<file path="src/rtl/fp2dec_conv_arbiter_if.sv">
`default_nettype none
// ============================================================================
// Module   : fp2dec_conv_arbiter_if
// Purpose  : Request (two float producers) and response handshake bundle
//            for the shared float-to-decimal converter sequencer.
// Revision : 1.0 - initial release
// ============================================================================
interface fp2dec_conv_arbiter_if;
  logic         req0_valid;
  logic [31:0]  req0_data;
  logic         req0_ready;
  logic         req1_valid;
  logic [31:0]  req1_data;
  logic         req1_ready;
  logic         rsp_valid;
  logic         rsp_ready;
  logic         rsp_id;
  logic [127:0] rsp_floor;
  logic [127:0] rsp_frac;
  logic         rsp_sign;
  logic         rsp_special;

  // Arbiter side: consumes requests, produces responses.
  modport slave (
    input  req0_valid, req0_data, req1_valid, req1_data, rsp_ready,
    output req0_ready, req1_ready, rsp_valid, rsp_id, rsp_floor, rsp_frac,
           rsp_sign, rsp_special
  );

  // Producer/consumer side.
  modport master (
    output req0_valid, req0_data, req1_valid, req1_data, rsp_ready,
    input  req0_ready, req1_ready, rsp_valid, rsp_id, rsp_floor, rsp_frac,
           rsp_sign, rsp_special
  );
endinterface
`default_nettype wire

</file>
<file path="src/rtl/fp2dec_conv_arbiter.sv">
`default_nettype none
// ============================================================================
// Module   : fp2dec_conv_arbiter
// Purpose  : Round-robin two-port front end for the combinational
//            IEEE-754 single to decimal converter. Holds the converter input
//            in a register, waits SETTLE cycles, captures the result and
//            returns it with the owning requester ID.
// Revision : 1.0 - initial release
// ============================================================================
module fp2dec_conv_arbiter #(
  parameter int SETTLE = 2  // legal range 1..15
) (
  input  wire logic           clk,
  input  wire logic           rst,
  fp2dec_conv_arbiter_if.slave bus,
  output logic [31:0]         conv_in,
  input  wire logic [127:0]   conv_floor,
  input  wire logic [127:0]   conv_frac,
  input  wire logic           conv_sign,
  output logic                busy
);

  typedef enum logic [1:0] {
    ST_IDLE   = 2'd0,
    ST_SETTLE = 2'd1,
    ST_RESP   = 2'd2
  } state_t;

  state_t       state;
  state_t       state_nxt;
  logic [3:0]   cnt;
  logic         last_id;

  logic         resp_valid;
  logic         resp_id;
  logic [127:0] resp_floor;
  logic [127:0] resp_frac;
  logic         resp_sign;
  logic         resp_special;

  logic         grant_id;
  logic         accept;
  logic [31:0]  grant_data;
  logic         grant_special;

  // Round-robin grant: a lone requester wins, a tie goes to whoever was not served last.
  always_comb begin
    grant_id = 1'b0;
    if (bus.req0_valid && bus.req1_valid) begin
      grant_id = ~last_id;
    end else begin
      grant_id = bus.req1_valid;
    end
    accept        = (state == ST_IDLE) && !rst && (bus.req0_valid || bus.req1_valid);
    grant_data    = grant_id ? bus.req1_data : bus.req0_data;
    grant_special = &grant_data[30:23];
  end

  assign bus.req0_ready  = accept && !grant_id;
  assign bus.req1_ready  = accept && grant_id;
  assign bus.rsp_valid   = resp_valid;
  assign bus.rsp_id      = resp_id;
  assign bus.rsp_floor   = resp_floor;
  assign bus.rsp_frac    = resp_frac;
  assign bus.rsp_sign    = resp_sign;
  assign bus.rsp_special = resp_special;

  // State register.
  always_ff @(posedge clk) begin
    if (rst) begin
      state <= ST_IDLE;
    end else begin
      state <= state_nxt;
    end
  end

  // Next-state: Inf/NaN skip the settle wait; RESP is left only on the consumer handshake.
  always_comb begin
    state_nxt = state;
    case (state)
      ST_IDLE: begin
        if (accept) begin
          state_nxt = grant_special ? ST_RESP : ST_SETTLE;
        end
      end
      ST_SETTLE: begin
        if (cnt == 4'd0) begin
          state_nxt = ST_RESP;
        end
      end
      ST_RESP: begin
        if (resp_valid && bus.rsp_ready) begin
          state_nxt = ST_IDLE;
        end
      end
      default: state_nxt = ST_IDLE;
    endcase
  end

  // Datapath: converter input latch, settle counter and response capture.
  always_ff @(posedge clk) begin
    if (rst) begin
      conv_in      <= 32'd0;
      cnt          <= 4'd0;
      last_id      <= 1'b1;
      busy         <= 1'b0;
      resp_valid   <= 1'b0;
      resp_id      <= 1'b0;
      resp_floor   <= 128'd0;
      resp_frac    <= 128'd0;
      resp_sign    <= 1'b0;
      resp_special <= 1'b0;
    end else begin
      busy <= (state_nxt != ST_IDLE);
      case (state)
        ST_IDLE: begin
          if (accept) begin
            conv_in <= grant_data;
            resp_id <= grant_id;
            last_id <= grant_id;
            if (grant_special) begin
              resp_special <= 1'b1;
              resp_floor   <= 128'd0;
              resp_frac    <= 128'd0;
              resp_sign    <= grant_data[31];
              resp_valid   <= 1'b1;
            end else begin
              cnt <= 4'(SETTLE - 1);
            end
          end
        end
        ST_SETTLE: begin
          if (cnt != 4'd0) begin
            cnt <= cnt - 4'd1;
          end else begin
            resp_floor   <= conv_floor;
            resp_frac    <= conv_frac;
            resp_sign    <= conv_sign;
            resp_special <= 1'b0;
            resp_valid   <= 1'b1;
          end
        end
        ST_RESP: begin
          if (resp_valid && bus.rsp_ready) begin
            resp_valid <= 1'b0;
          end
        end
        default: ;
      endcase
    end
  end

endmodule
`default_nettype wire

</file>
<file path="src/flat_wrapper.sv">
// flat-port wrapper written by rule: the top's interface ports become plain ports
module fp2dec_conv_arbiter_flat 
#(
  parameter int SETTLE = 2                      
)
  (clk, rst, conv_in, conv_floor, conv_frac, conv_sign, busy, bus_req0_valid, bus_req0_data, bus_req1_valid, bus_req1_data, bus_rsp_ready, bus_req0_ready, bus_req1_ready, bus_rsp_valid, bus_rsp_id, bus_rsp_floor, bus_rsp_frac, bus_rsp_sign, bus_rsp_special);
  fp2dec_conv_arbiter_if bus_i ();
  input  wire logic clk;
  input  wire logic rst;
  output logic [31:0] conv_in;
  input  wire logic [127:0] conv_floor;
  input  wire logic [127:0] conv_frac;
  input  wire logic conv_sign;
  output logic busy;
  input wire logic [$bits(bus_i.req0_valid)-1:0] bus_req0_valid;
  input wire logic [$bits(bus_i.req0_data)-1:0] bus_req0_data;
  input wire logic [$bits(bus_i.req1_valid)-1:0] bus_req1_valid;
  input wire logic [$bits(bus_i.req1_data)-1:0] bus_req1_data;
  input wire logic [$bits(bus_i.rsp_ready)-1:0] bus_rsp_ready;
  output wire logic [$bits(bus_i.req0_ready)-1:0] bus_req0_ready;
  output wire logic [$bits(bus_i.req1_ready)-1:0] bus_req1_ready;
  output wire logic [$bits(bus_i.rsp_valid)-1:0] bus_rsp_valid;
  output wire logic [$bits(bus_i.rsp_id)-1:0] bus_rsp_id;
  output wire logic [$bits(bus_i.rsp_floor)-1:0] bus_rsp_floor;
  output wire logic [$bits(bus_i.rsp_frac)-1:0] bus_rsp_frac;
  output wire logic [$bits(bus_i.rsp_sign)-1:0] bus_rsp_sign;
  output wire logic [$bits(bus_i.rsp_special)-1:0] bus_rsp_special;
  assign bus_i.req0_valid = bus_req0_valid;
  assign bus_i.req0_data = bus_req0_data;
  assign bus_i.req1_valid = bus_req1_valid;
  assign bus_i.req1_data = bus_req1_data;
  assign bus_i.rsp_ready = bus_rsp_ready;
  assign bus_req0_ready = bus_i.req0_ready;
  assign bus_req1_ready = bus_i.req1_ready;
  assign bus_rsp_valid = bus_i.rsp_valid;
  assign bus_rsp_id = bus_i.rsp_id;
  assign bus_rsp_floor = bus_i.rsp_floor;
  assign bus_rsp_frac = bus_i.rsp_frac;
  assign bus_rsp_sign = bus_i.rsp_sign;
  assign bus_rsp_special = bus_i.rsp_special;
  fp2dec_conv_arbiter #(.SETTLE(SETTLE)) u_core (.clk(clk), .rst(rst), .bus(bus_i), .conv_in(conv_in), .conv_floor(conv_floor), .conv_frac(conv_frac), .conv_sign(conv_sign), .busy(busy));
endmodule
</file>
<file path="config.mk">
export PLATFORM = sky130hd
export DESIGN_NAME = fp2dec_conv_arbiter_flat
export DESIGN_NICKNAME = d
export VERILOG_FILES = /design/src/rtl/fp2dec_conv_arbiter_if.sv /design/src/rtl/fp2dec_conv_arbiter.sv /design/src/flat_wrapper.sv
export SDC_FILE = /design/constraint.sdc
export NUM_CORES = 1
export LEC_CHECK = 0
export CORE_AREA = 2 2 245 247
export CTS_CLUSTER_SIZE = 24
export DETAILED_ROUTE_END_ITERATION = 8
export DIE_AREA = 0 0 247 249
export GPL_ROUTABILITY_DRIVEN = 1
export HOLD_SLACK_MARGIN = 0.12
export RECOVER_POWER = 50
export SETUP_SLACK_MARGIN = 0.5
export SYNTH_ARGS = -nofsm -noshare
export SYNTH_HDL_FRONTEND = slang
export SYNTH_SLANG_ARGS = --single-unit
</file>
<file path="constraint.sdc">
create_clock -name clk -period 2.01 [get_ports clk]
set_input_delay 0.402 -clock clk [delete_from_list [all_inputs] [get_ports clk]]
set_output_delay 0.402 -clock clk [all_outputs]
set_load 0.005 [all_outputs]
</file>
==> flow_summary.toml <==
[sta]
period_needed_ns = 1.94
fmax_mhz = 515
relSlewSlack_pct = 29.0
worst-slew-pin-transition_ns = 1.06
setup_violations = 0
hold_viol = 0
rsz0062_at_grt = "yes"
fin_crit_sh_pct = 96.7
skew_ns = 0.0100
slew_viol_final = 0
fin_tns_setup_ns = 0

[worst_setup_path]
crit_required_ns = 2.37
path_class = "flop to flop"
worstSetupStartpointType = "flop"
critPathArrivalTime_ns = 2.31
end_kind = "flop"
reg2regPathDepth = 10
crit_fanout = 7

[clock_tree]
worstSkewPairLatency_ns = 0.52
cts.path.max_buffers = 3
cts_tree = "built"
clkSlewWorstSetupHoldPaths_ns = 0.06
h-tree-depth = 2
cts_buffers = 35
cts_num_sinks = 300
root_buffer = "clkbuf_16"

[synth]
synthMuxAreaShare_pct = 0.0898
ys_types = 36
synth_edf_count = 0
synthTopCellsByCount = "nand2_1, dfxtp_1, a21oi_1"
ys_seq_elements = 300
synth_top_area_share_pct = 53.9
synth.cell_area_mm2 = 0.0111
yosys.area.top_type = "dfxtp_1"
yosysMostFrequentCell = "nand2_1"
ys_seq_area_share_pct = 53.9
yosys_warnings = 0
synth_compound_area_share_pct = 15.6
synth_fp_nets = 1714
synth_top_family_by_area = "simple AND/OR/NAND/NOR gates"
synthXorXnorAreaFrac_pct = 0.157
synth_flop_cell = "dfxtp_1"
ys_async_sr_fraction_pct = 0
syn_inst = 1386
synthAdderAreaFrac_pct = 0.224
synth-simple-area-share_pct = 24.6
synth_area_leaders = "dfxtp_1, a21oi_1, nand3_1"
avgSynthCellArea_um2 = 8.04

[placement]
place_congestion = 0.845
place_hpwl_um = 32700
io_buffer_count = 620
dpl.cell_count = 2724

[final_layout]
layout-drive-gt1-share_pct = 21.8
post_layout_nonfiller_instances = 2847
syn2layout_area_growth_pct = 89.0
final_nets = 2377

[global_routing]
antenna_found_initial = 4
grt_usage_pct = 14.7
overflow = 0
grt_pass1_wl_um = 71200
grt_max_degree = 166
grt_pass1_vias = 12434

[route]
post_drt_wl_per_cell_um = 17.2
postRouteAntennaNets = 0
drc = 0
wl_um = 48900
vias = 12626
viasPerCell = 4.43
firstDrtPassIters = 5
initialDrtViolationCount = 523

[floorplan]
dieArea_mm2 = 0.0615
pin_count = 621
die_h_um = 249
dieWidth_um = 247
start_util_pct = 19.0
core_area_mm2 = 0.0587
num_rows = 89

[pwr]
p_int_mw = 12.9
p_leak_nw = 7.82
combPwrFrac_pct = 26.8
power_mw = 18.2
switching_share_pct = 29.1
switching_power_mw = 5.29
vdd_drop_max_mv = 0.574
clockPowerShare_pct = 33.9
power.density_mw_per_mm2 = 862
power_frac_seq_pct = 39.3

[hold_path]
min_path_cells = 3
holdCritPathClass = "input port to flop"

[job]
cap_violations = 0

[outcome]
status = "finished clean"
-- repair_timing --
action                     CTS  global route
hold buffers                 1             0
hold endpoints to repair     5             0
setup endpoints to repair  581           464
pin swaps                   76            60
resized for setup          715           147
setup buffers               35             5
gates cloned                16             4
-- cells in the final DEF, fill, tap and decap left out, types with 5 or more instances in the layout --
cell type        synthesis  final
buf_4                    9     66
clkbuf_8                 0      5
nand3_2                  0    116
dlymetal6s2s_1           0      6
nand3_1                257    128
buf_8                    0     12
dfxtp_2                  0     41
buf_16                   0     17
a21oi_2                  0     25
clkdlybuf4s25_1          0     42
clkdlybuf4s15_2          0      6
nand3_4                  0     13
a311oi_1                31     31
buf_12                   0     22
clkbuf_1                63     81
clkdlybuf4s50_1          0    379
nor2_1                  39     37
dlygate4sd3_1            0     67
clkbuf_16                0     40
dfxtp_1                300    256
buf_2                   49     49
a21oi_1                263    238
nand2_1                323    323
bufbuf_16                0      5
clkinv_2                 0      5
buf_6                    0      6
-- per-layer routing --
metal | global-route usage (%) | wire [µm] | share of wire, % | vias to the layer above
met2 | 26.5 | 24900 | 51 | 508
met3 | 4.69 | 4210 | 8.6 | 100
met5 | 0 | 13 | 0.027 | -
met4 | 6.47 | 1950 | 4.0 | 2
met1 | 15.6 | 17900 | 37 | 5930
li1 | - | - | - | 6086
-- cell families after synthesis --
| logic type | Yosys count |
|---|---|
| and+or+nand+nor | 634 |
| AOI/OAI and AO/OA | 311 |
| DFF | 300 |
| buffers and inverters | 136 |
| xor gates and xnor gates | 2 |
| adders and majority gates | 2 |
| muxes | 1 |
-- final cells by class --
class / instances / area (µm²)
timing repair buffer: 759 / 7480
clock buffer: 52 / 1030
fill: 5972 / 37600
multi-input combinational: 950 / 5440
tap: 773 / 967
sequential: 300 / 6070
clock inverter: 7 / 63.8
inverter: 3 / 11.3
antenna: 3 / 7.51
-- metrics by stage --
| stage | worst slack, ns | cell area, µm² | utilization (%) | hold slack [ns] |
|---|---|---|---|---|
| after global routing | -0.00347 | 21100 | 35.9 | 0.245 |
| after CTS | 0.0984 | 20600 | 35.2 | 0.208 |
| after global placement | -0.434 | 18800 | 32.0 | 0.448 |
| after floorplan | 0.437 | 11700 | - | 0.453 |
| after detailed placement | -0.446 | 18800 | 32.0 | 0.457 |
| final | 0.0664 | 21100 | 35.9 | 0.267 |
-- power by group through the flow --
| stage | Clock (mW) | Sequential (mW) | Combinational [mW] |
|---|---|---|---|
| floorplan | 0 | 7.21 | 2.00 |
| global placement | 0 | 7.17 | 4.68 |
| global route | 6.63 | 7.21 | 5.30 |
| finish | 6.15 | 7.14 | 4.88 |
| CTS | 6.41 | 7.14 | 4.97 |
| detailed placement | 0 | 7.21 | 4.73 |
-- state kept, by name, indices dropped and copies added, names as in the netlist --
register / flops
u_core.bus.rsp_valid: 1
u_core.state: 2
u_core.bus.rsp_sign: 1
u_core.conv_in: 32
u_core.cnt: 4
u_core.bus.rsp_frac: 128
u_core.bus.rsp_special: 1
u_core.busy: 1
u_core.last_id: 1
u_core.bus.rsp_id: 1
u_core.bus.rsp_floor: 128
-- worst max-delay path, stage by stage (launching register included) --
cell and delay (ns):
dfxtp_4 0.36, a21bo_2 0.20, buf_6 0.12, nor3_4 0.24, o211ai_4 0.12, buf_12 0.16
buf_16 0.15, buf_12 0.14, buf_16 0.14, nand3_2 0.07, a21oi_1 0.06
-- final timing paths --
path,start,to,slack [ns]
max,u_core.last_id,u_core.bus.rsp_floor[7],0.07
min reg2reg,u_core.bus.rsp_frac[66],u_core.bus.rsp_frac[66],0.45
max reg2reg,u_core.last_id,u_core.bus.rsp_floor[7],0.07
min,rst,u_core.bus.rsp_valid,0.27
Note: power is estimated with default switching activity, not from simulation.
